File: src/rtl/qenc_dqp_fsm.sv
// ---------------------------------------------------------------------------
// qdec_cabac_package : CABAC context indices shared with the decoder side.
//
// qenc_dqp_fsm
// Binarizes one coding unit's delta QP (cu_qp_delta_abs + sign flag) and
// streams the bins to the CABAC bin encoder over a valid/ready handshake.
// Prefix is truncated unary (cMax=5, context coded), suffix is EG0 (bypass),
// followed by a bypass sign bin when abs > 0.
//
// Ports:
//   clk                      : clock
//   rst                      : synchronous active-high reset
//   dqp_start                : one-cycle start pulse, honoured only in IDLE
//   cu_qp_delta_enabled_flag : PPS flag, sampled at start
//   cu_qp_delta_val[7:0]     : signed delta QP (-64..+64), sampled at start
//   bin_if (master)          : bin_vld/bin_val/bin_ctx_addr/bin_ep out, bin_rdy in
//   dqp_err                  : one-cycle pulse, sampled value out of range
//   dqp_done_intr            : one-cycle completion pulse
//   dqp_bin_cnt[4:0]         : bins accepted in the current run
//                              (only when QENC_DQP_BIN_CNT_EN is defined)
//
// Optional feature macro: QENC_DQP_BIN_CNT_EN
//
// state    | meaning
// ---------+--------------------------------------------------------------
// IDLE     | waiting for dqp_start
// PREFIX   | truncated-unary prefix bins, context coded
// EG_PFX   | EG0 unary part, bypass
// EG_SFX   | EG0 fixed-length part (k bits, MSB first), bypass
// SIGN     | sign bin, bypass (1 = negative)
// ENDING   | one-cycle tail, completion pulse follows
// ---------------------------------------------------------------------------
package qdec_cabac_package;
    localparam logic [1:0][9:0] CTXIDX_CU_QP_DELTA_ABS = {10'd157, 10'd156};
endpackage

module qenc_dqp_fsm
    import qdec_cabac_package::*;
(
    input  logic          clk,
    input  logic          rst,
    input  logic          dqp_start,
    input  logic          cu_qp_delta_enabled_flag,
    input  logic [7:0]    cu_qp_delta_val,
    qenc_dqp_fsm_if.master bin_if,
    output logic          dqp_err,
    output logic          dqp_done_intr
`ifdef QENC_DQP_BIN_CNT_EN
    ,
    output logic [4:0]    dqp_bin_cnt
`endif
);

    typedef enum logic [2:0] {
        S_IDLE   = 3'd0,
        S_PREFIX = 3'd1,
        S_EG_PFX = 3'd2,
        S_EG_SFX = 3'd3,
        S_SIGN   = 3'd4,
        S_ENDING = 3'd5
    } state_t;

    state_t     state_q, state_d;
    logic [6:0] abs_q,   abs_d;
    logic       sign_q,  sign_d;
    logic [5:0] v_q,     v_d;     // EG0 working value
    logic [2:0] k_q,     k_d;     // EG0 order reached so far
    logic [2:0] idx_q,   idx_d;   // prefix bin index, or suffix bit index
    logic       err_d;
    logic       done_d;
    logic       vld_d;
    logic [11:0] bin_d;           // {val, ctx_addr, ep} of the next presented bin

    logic [7:0] start_mag;
    logic [6:0] start_abs;
    logic       start_legal;
    logic       hs;

    assign start_mag   = cu_qp_delta_val[7] ? (8'd0 - cu_qp_delta_val) : cu_qp_delta_val;
    assign start_abs   = start_mag[6:0];
    // -128 maps to magnitude 128 and is rejected along with anything above 64.
    assign start_legal = (start_mag <= 8'd64);
    assign hs          = bin_if.bin_vld & bin_if.bin_rdy;

    // Bin that a given state/counter combination presents. Used on the next
    // values so the bin outputs come straight out of flops.
    function automatic logic [11:0] bin_decode(
        input state_t     s,
        input logic [6:0] a,
        input logic       sg,
        input logic [5:0] v,
        input logic [2:0] k,
        input logic [2:0] i
    );
        logic [6:0] pw;
        pw         = 7'd1 << k;
        bin_decode = '0;
        case (s)
            S_PREFIX: bin_decode = {({4'd0, i} < a),
                                    (i == 3'd0) ? CTXIDX_CU_QP_DELTA_ABS[0]
                                                : CTXIDX_CU_QP_DELTA_ABS[1],
                                    1'b0};
            S_EG_PFX: bin_decode = {({1'b0, v} >= pw), 10'd0, 1'b1};
            S_EG_SFX: bin_decode = {v[i], 10'd0, 1'b1};
            S_SIGN:   bin_decode = {sg, 10'd0, 1'b1};
            default:  bin_decode = '0;
        endcase
    endfunction

    always_comb begin
        state_d = state_q;
        abs_d   = abs_q;
        sign_d  = sign_q;
        v_d     = v_q;
        k_d     = k_q;
        idx_d   = idx_q;
        err_d   = 1'b0;
        done_d  = 1'b0;

        case (state_q)
            S_IDLE: begin
                if (dqp_start) begin
                    abs_d  = start_abs;
                    sign_d = cu_qp_delta_val[7];
                    v_d    = start_abs[5:0] - 6'd5;
                    k_d    = 3'd0;
                    idx_d  = 3'd0;
                    if (!cu_qp_delta_enabled_flag) begin
                        state_d = S_ENDING;
                    end else if (!start_legal) begin
                        state_d = S_ENDING;
                        err_d   = 1'b1;
                    end else begin
                        state_d = S_PREFIX;
                    end
                end
            end

            S_PREFIX: begin
                if (hs) begin
                    // Prefix ends on the 5th one or on the terminating zero.
                    if ((idx_q == 3'd4) || !bin_if.bin_val) begin
                        if (abs_q >= 7'd5) begin
                            state_d = S_EG_PFX;
                        end else if (abs_q != 7'd0) begin
                            state_d = S_SIGN;
                        end else begin
                            state_d = S_ENDING;
                        end
                    end else begin
                        idx_d = idx_q + 3'd1;
                    end
                end
            end

            S_EG_PFX: begin
                if (hs) begin
                    if (bin_if.bin_val) begin
                        v_d = v_q - (6'd1 << k_q);
                        k_d = k_q + 3'd1;
                    end else if (k_q != 3'd0) begin
                        state_d = S_EG_SFX;
                        idx_d   = k_q - 3'd1;
                    end else begin
                        state_d = S_SIGN;
                    end
                end
            end

            S_EG_SFX: begin
                if (hs) begin
                    if (idx_q == 3'd0) begin
                        state_d = S_SIGN;
                    end else begin
                        idx_d = idx_q - 3'd1;
                    end
                end
            end

            S_SIGN: begin
                if (hs) begin
                    state_d = S_ENDING;
                end
            end

            S_ENDING: begin
                state_d = S_IDLE;
                done_d  = 1'b1;
            end

            default: begin
                state_d = S_IDLE;
            end
        endcase

        vld_d = (state_d == S_PREFIX) || (state_d == S_EG_PFX) ||
                (state_d == S_EG_SFX) || (state_d == S_SIGN);
        bin_d = bin_decode(state_d, abs_d, sign_d, v_d, k_d, idx_d);
    end

    always_ff @(posedge clk) begin
        if (rst) begin
            state_q             <= S_IDLE;
            abs_q               <= '0;
            sign_q              <= 1'b0;
            v_q                 <= '0;
            k_q                 <= '0;
            idx_q               <= '0;
            dqp_err             <= 1'b0;
            dqp_done_intr       <= 1'b0;
            bin_if.bin_vld      <= 1'b0;
            bin_if.bin_val      <= 1'b0;
            bin_if.bin_ctx_addr <= '0;
            bin_if.bin_ep       <= 1'b0;
        end else begin
            state_q             <= state_d;
            abs_q               <= abs_d;
            sign_q              <= sign_d;
            v_q                 <= v_d;
            k_q                 <= k_d;
            idx_q               <= idx_d;
            dqp_err             <= err_d;
            dqp_done_intr       <= done_d;
            bin_if.bin_vld      <= vld_d;
            bin_if.bin_val      <= bin_d[11];
            bin_if.bin_ctx_addr <= bin_d[10:1];
            bin_if.bin_ep       <= bin_d[0];
        end
    end

`ifdef QENC_DQP_BIN_CNT_EN
    always_ff @(posedge clk) begin
        if (rst) begin
            dqp_bin_cnt <= '0;
        end else if ((state_q == S_IDLE) && dqp_start) begin
            dqp_bin_cnt <= '0;
        end else if (hs) begin
            dqp_bin_cnt <= dqp_bin_cnt + 5'd1;
        end
    end
`endif

endmodule

File: src/rtl/qenc_dqp_fsm_if.sv
// ---------------------------------------------------------------------------
// qenc_dqp_fsm_if
// Bin stream from the delta-QP binarizer to the CABAC bin encoder.
//   bin_vld      : bin presented (driven by master)
//   bin_val      : bin value (driven by master)
//   bin_ctx_addr : context address, 0 for bypass bins (driven by master)
//   bin_ep       : bypass-mode bin (driven by master)
//   bin_rdy      : encoder accepts the bin when bin_vld & bin_rdy (driven by slave)
// ---------------------------------------------------------------------------
interface qenc_dqp_fsm_if;
    logic       bin_vld;
    logic       bin_val;
    logic [9:0] bin_ctx_addr;
    logic       bin_ep;
    logic       bin_rdy;

    modport master (
        output bin_vld,
        output bin_val,
        output bin_ctx_addr,
        output bin_ep,
        input  bin_rdy
    );

    modport slave (
        input  bin_vld,
        input  bin_val,
        input  bin_ctx_addr,
        input  bin_ep,
        output bin_rdy
    );
endinterface

File: src/flat_wrapper.sv
// flat-port wrapper written by rule: the top's interface ports become plain ports
module qenc_dqp_fsm_flat import qdec_cabac_package::*;
  (clk, rst, dqp_start, cu_qp_delta_enabled_flag, cu_qp_delta_val, dqp_err, dqp_done_intr, bin_if_bin_vld, bin_if_bin_val, bin_if_bin_ctx_addr, bin_if_bin_ep, bin_if_bin_rdy);
  qenc_dqp_fsm_if bin_if_i ();
  input  logic clk;
  input  logic rst;
  input  logic dqp_start;
  input  logic cu_qp_delta_enabled_flag;
  input  logic [7:0] cu_qp_delta_val;
  output logic dqp_err;
  output logic dqp_done_intr;
  output wire logic [$bits(bin_if_i.bin_vld)-1:0] bin_if_bin_vld;
  output wire logic [$bits(bin_if_i.bin_val)-1:0] bin_if_bin_val;
  output wire logic [$bits(bin_if_i.bin_ctx_addr)-1:0] bin_if_bin_ctx_addr;
  output wire logic [$bits(bin_if_i.bin_ep)-1:0] bin_if_bin_ep;
  input wire logic [$bits(bin_if_i.bin_rdy)-1:0] bin_if_bin_rdy;
  assign bin_if_bin_vld = bin_if_i.bin_vld;
  assign bin_if_bin_val = bin_if_i.bin_val;
  assign bin_if_bin_ctx_addr = bin_if_i.bin_ctx_addr;
  assign bin_if_bin_ep = bin_if_i.bin_ep;
  assign bin_if_i.bin_rdy = bin_if_bin_rdy;
  qenc_dqp_fsm u_core (.clk(clk), .rst(rst), .dqp_start(dqp_start), .cu_qp_delta_enabled_flag(cu_qp_delta_enabled_flag), .cu_qp_delta_val(cu_qp_delta_val), .bin_if(bin_if_i), .dqp_err(dqp_err), .dqp_done_intr(dqp_done_intr));
endmodule
File: config.mk
export PLATFORM = sky130hd
export DESIGN_NAME = qenc_dqp_fsm_flat
export DESIGN_NICKNAME = d
export VERILOG_FILES = /design/src/rtl/qenc_dqp_fsm.sv /design/src/rtl/qenc_dqp_fsm_if.sv /design/src/flat_wrapper.sv
export SDC_FILE = /design/constraint.sdc
export NUM_CORES = 1
export LEC_CHECK = 0
export ABC_AREA = 1
export ABC_CLOCK_PERIOD_IN_PS = 9800
export CORE_UTILIZATION = 45
export CTS_BUF_LIST = sky130_fd_sc_hd__clkbuf_16
export CTS_CLUSTER_SIZE = 20
export DETAILED_ROUTE_END_ITERATION = 6
export GPL_ROUTABILITY_DRIVEN = 0
export PLACE_DENSITY = 0.7
export SYNTH_ARGS = -nofsm -noshare
export SYNTH_HDL_FRONTEND = slang
export SYNTH_SLANG_ARGS = --single-unit
File: constraint.sdc
create_clock -name clk -period 9.8 [get_ports clk]
set_input_delay 1.47 -clock clk [delete_from_list [all_inputs] [get_ports clk]]
set_output_delay 1.47 -clock clk [all_outputs]
set_load 0.03 [all_outputs]
Word level (Yosys, flattened, before mapping)

Index checks and enable logic that the tools add are counted.
Widths: inputs -> output; s select.

Register bits after elaboration: 38
Bits of input ports: 13
Output and inout port bits: 15
Logic and storage cells: 93

$add $sub $neg: 7
Magnitude comparators: 5
Equal/unequal tests: 10
Shift operators: 2
Multiplexer cells: 42
Bitwise operators: 4
Reductions and logical operators: 11

Operators by type and width:

| cell                | number |
|---|---|
| $mux 3              | 23 |
| $pmux 12 s4         | 1 |
| $mux 6              | 3 |
| $pmux 3 s5          | 1 |
| $mux 7              | 2 |
| $eq 3x2->1 const B  | 4 |
| $eq 3x3->1 const B  | 4 |
| $pmux 3 s4          | 1 |
| $pmux 6 s2          | 1 |
| $logic_not 3->1     | 3 |
| $le 8x7->1 const B  | 1 |
| $mux 8              | 1 |
| $sub 1x8->8 const A | 1 |
| $ge 6x7->1          | 1 |
| $ge 7x3->1 const B  | 1 |
| $lt 3x7->1          | 1 |
| $mux 1              | 7 |
| $reduce_bool 7->1   | 1 |
| $shl 1x3->7 const A | 1 |
| $add 3x1->3 const B | 2 |
| $eq 3x1->1 const B  | 2 |
| $pmux 3 s2          | 1 |
| $shl 1x3->6 const A | 1 |
| $sub 3x1->3 const B | 2 |
| 10 further kinds    | 15 |

Logic depth before layout (Yosys ltp)

Depth after elaboration: 11
Gate-level depth with buffers: 28
Depth with buffers taken out: 28

Worst setup path after synthesis

No wires, ideal clock.

Path type: input to register
Start: input cu_qp_delta_val[0]
End: register u_core.bin_if.bin_val
Library setup time: 0.130 ns
Arrival time: 3.731 ns
Setup slack: 5.939 ns
Stages: 26
Path buffers: 0
Path through: inv_1 ha_1 nand2_1 and2_1 ha_1 inv_1 nand2_1 inv_1 nor2_1 nand2_1 nand3_1 nand2_1 nand2_1 nand2_1 inv_1 ha_1 a21oi_1 nand2_1 o21ai_1 nand2_1 nand2_1 nor2_1 nand2_1 inv_2 nor2_1 a21oi_2

Elaborated cells on any way between the ends: 21

RTL lines:

| element                                                            | RTL line              | RTL |
|---|---|---|
| from (decl)                                                        | flat_wrapper.sv:9     | `input logic [7:0] cu_qp_delta_val;` |
| $sub 1x8->8                                                        | qenc_dqp_fsm.sv:79    | `assign start_mag = cu_qp_delta_val[7] ? (8'd0 - cu_qp_delta_val) : cu_qp_delta_val;` |
| $mux 8 (*)                                                         | qenc_dqp_fsm.sv:79    |  |
| $sub 6x3->6 (*)                                                    | qenc_dqp_fsm.sv:125   | `v_d = start_abs[5:0] - 6'd5;` |
| $mux 6 (*)                                                         | qenc_dqp_fsm.sv:122   | `if (dqp_start) begin` |
| $pmux 6 s2 (*)                                                     | qenc_dqp_fsm.sv:120   | `case (state_q)` |
| via u_core.v_d[4]                                                  | qenc_dqp_fsm.sv:66    | `logic [5:0] v_q, v_d;` |
| parallel branches: the longest is 2 deep, another holds $ge 6x7->1 | -                     |  |
| $pmux 12 s4 (*)                                                    | qenc_dqp_fsm.sv:98    | `case (s)` |
| to (signal assigned)                                               | qenc_dqp_fsm.sv:225   | `bin_if.bin_val <= bin_d[11];` |
| to (decl)                                                          | qenc_dqp_fsm_if.sv:19 | `output bin_val,` |

Mark *: on every way through the listed nets, which the timed path passes. The select of a mux whose other input is x is not followed.
A chain may end at the register's enable or synchronous reset.

Worst setup path after layout

Ends and elaborated chain as after synthesis.

==> results_dict.tcl <==
set metrics [dict create \
    synth_area_per_cell_um2 6.374 \
    synth_cell_type_count 44 \
    dpl_worst_slack_ns 5.208 \
    synth-seq-cells 30 \
    vias 2685 \
    drc_errors 0 \
    r2r_slack_ns 6.17 \
    antennaDiodeCount 0 \
    clock_latency_ns 0.28 \
    fin_nets 491 \
    ff2ff_path_depth 28 \
    core-area_um2 5921 \
    cts-htree-levels 2 \
    hold_path_end "u_core.idx_q[1]$_SDFF_PP0_" \
    critPathRequiredTime_ns 9.96 \
    die_x_um 80.32 \
    path_max_fanout 7 \
    finalHoldViolations 0 \
    fin_ws_ns 5.406 \
    areaGrowthSynthToFinish_pct 15.50 \
    fin_tns_setup_ns 0 \
    rsz0062_at_grt "no" \
    hold_class "reg -> reg" \
    ir_worst_vdd_uv 115.8 \
    syn_inst 433 \
    antenna_found_initial 0 \
    grt_usage_pct 22.29 \
    tightest_slew_ns 0.5210 \
    hold_depth 2 \
    port_buffers 22 \
    timing.final.crit_share_pct 44.84 \
    worst_setup_path_end_kind "flip-flop" \
    clockBufferDepth 2 \
    synth_flop_cell "dfxtp_1" \
    wl_per_cell_um 12.30 \
    io_pins 28 \
    setup_violations 0 \
    cp.arrival_ns 4.55 \
    cts_buffers 5 \
    crit_path_start_kind "input pin" \
    drv_slew 0 \
    hpwlAfterDp_mm 5.291 \
    clkSlewWorstSetupHoldPaths_ns 0.05 \
    powerDensity_nw_per_um2 165.4 \
    synth_seq_area_share_pct 21.76 \
    synth_edf_count 0 \
    p_leak_nw 1.602 \
    finalWirelength_mm 6.509 \
    utilization_pct 53.85 \
    grt_pass1_wl_mm 10.91 \
    postCtsSetupBuffers 0 \
    relSlewSlack_pct 65.23 \
    fmaxAchievable_mhz 227.6 \
    holdBufCountCts 0 \
    start_util_pct 46.62 \
    dieArea_um2 6451 \
    drive_above_1_share_pct 9.471 \
    cts_tree "yes" \
    dr.pass1.iters 4 \
    rows 28 \
    cap_violations 0 \
    grt_pass1_vias 2458 \
    grt-ovfl-total 0 \
    grt_max_degree 29 \
    status "completed" \
    cts_resized 0 \
    post-route-min-period_ns 4.394 \
    cts_sinks 30 \
    die_h_um 80.32 \
    hold_path_startpoint "u_core.idx_q[1]$_SDFF_PP0_" \
    vias_per_cell 5.076 \
    skew_ns 0.005942 \
    worstSetupPathType "in -> reg" \
    synth-async-reset-ratio_pct 0 \
    syn_area_um2 2760 \
    r2r-start "u_core.k_q[0]$_SDFF_PP0_" \
    ant_nets 0 \
    reg2reg_to "u_core.bin_if.bin_val$_SDFF_PP0_" \
    cts_root_buf "clkbuf_16" \
    ys_warn_count 0 \
    drtIter0Drc 114 \
]
[kinds of logic (layout without fill, tap and decap cells)]
group / count (synthesis) / in the layout / share of synthesized area (%)
and+or+nand+nor: 233 / 233 / 38.98
buffers and inverters: 87 / 104 / 13.92
AOI/OAI and AO/OA: 54 / 54 / 12.60
DFF: 30 / 30 / 21.76
adders and majority gates: 25 / 25 / 11.60
xor gates and xnor gates: 2 / 2 / 0.6347
other: 1 / 5 / 0.1359
muxes: 1 / 1 / 0.3627
[registers in the layout, summed over array words and instances, names as in the netlist]
signal                      flops
u_core.dqp_done_intr            1
u_core.bin_if.bin_val           1
u_core.bin_if.bin_ctx_addr      2
u_core.bin_if.bin_vld           1
u_core.sign_q                   1
u_core.dqp_err                  1
u_core.k_q                      3
u_core.state_q                  3
u_core.v_q                      6
u_core.idx_q                    3
u_core.bin_if.bin_ep            1
u_core.abs_q                    7
[layer usage]
metal	part of all wire [%]	up-vias	GRT usage [%]
li1	-	1415	-
met1	45	1179	26.72
met2	47	72	38.89
met3	4.4	19	2.955
met4	3.1	0	10.89
met5	0	-	0
[layout by cell type, fill, tap and decap left out, drive strengths merged]
cell type and count:
inv 73, a211oi 1, bufinv 2, mux2i 1, nor4 1, o211ai 4, nor3 4, nor3b 1
and2 1, a21oi 19, o311ai 1, a31oi 5, nor2 59, or2 1, nand3 34, nand2 120
clkinv 1, xor2 2, ha 24, clkbuf 5, buf 1, o21ai 21, a21o 1, nand3b 2
conb 5, o22ai 2, dfxtp 30, clkdlybuf4s50 22, fa 1, nand4 10
[stage by stage]
step / power (mW) / instance area [um2] / instances / hold slack, ns
2_1_floorplan: 0.2879 / 2775 / 437 / 0.4807
5_1_grt: 0.5592 / 3188 / 529 / 0.5689
3_3_place_gp: 0.3259 / 2999 / 521 / 0.5063
3_5_place_dp: 0.3288 / 2999 / 521 / 0.5113
4_1_cts: 0.5285 / 3188 / 529 / 0.5185
6_report: 0.5272 / 3188 / 529 / 0.5166
[cell usage after synthesis (2+ instances only)]
cell,n,area [um2]
ha_1,24,300.3
inv_4,2,12.51
o21ai_1,6,30.03
nand3_1,33,165.2
a31oi_1,5,31.28
inv_1,63,236.5
nand2_1,113,424.2
a21oi_2,2,17.52
nand3b_1,2,15.01
nand2_2,3,18.77
nand2_4,2,22.52
nor2_2,5,31.28
o21ai_0,13,65.06
nor2_1,51,191.4
clkbuf_1,2,7.510
buf_4,10,75.07
nor3_1,4,20.02
dfxtp_1,30,600.6
o211ai_1,4,30.03
inv_2,7,26.28
nor2_4,2,22.52
nand4_1,10,62.56
nand2_8,2,40.04
xor2_1,2,17.52
a21oi_1,17,85.08
[final cells by class]
type,count,area (um2)
tap,75,93.84
sequential,30,600.6
multi-input combinational,320,1790
clock inverter,3,63.81
inverter,73,286.5
timing repair buffer,23,227.7
clock buffer,5,125.1
fill,602,2733
[power by group]
group | internal [mW] | switching [mW]
sequential | 0.135 | 0.0118
clock | 0.145 | 0.0531
combinational | 0.0664 | 0.116
[worst max-delay path by stage]
stage	cells after the start	end	startpoint	slack, ns
after floorplan	26	u_core.bin_if.bin_val$_SDFF_PP0_	cu_qp_delta_val[0]	5.94
after global placement	27	u_core.bin_if.bin_val$_SDFF_PP0_	cu_qp_delta_val[0]	5.30
after detailed placement	27	u_core.bin_if.bin_val$_SDFF_PP0_	cu_qp_delta_val[0]	5.21
after CTS	23	u_core.bin_if.bin_val$_SDFF_PP0_	cu_qp_delta_val[0]	5.43
after global routing	23	u_core.bin_if.bin_val$_SDFF_PP0_	cu_qp_delta_val[0]	5.11
final	23	u_core.bin_if.bin_val$_SDFF_PP0_	cu_qp_delta_val[0]	5.41
[worst max-delay path, stage by stage]
cell and delay [ns]:
clkdlybuf4s50_1 0.45, inv_1 0.11, ha_1 0.30, nand2_1 0.06
and2_1 0.21, ha_1 0.20, inv_1 0.05, nand2_1 0.08
nand3_1 0.12, o311ai_2 0.14, ha_1 0.33, a21oi_1 0.17
o211ai_1 0.12, nand3_1 0.09, nand2_1 0.07, o21ai_1 0.14
nand2_1 0.07, nand2_1 0.05, nor2_1 0.03, nand2_1 0.07
inv_2 0.03, nor2_1 0.11, a21oi_2 0.07
Power figures use the tool's default switching activity.
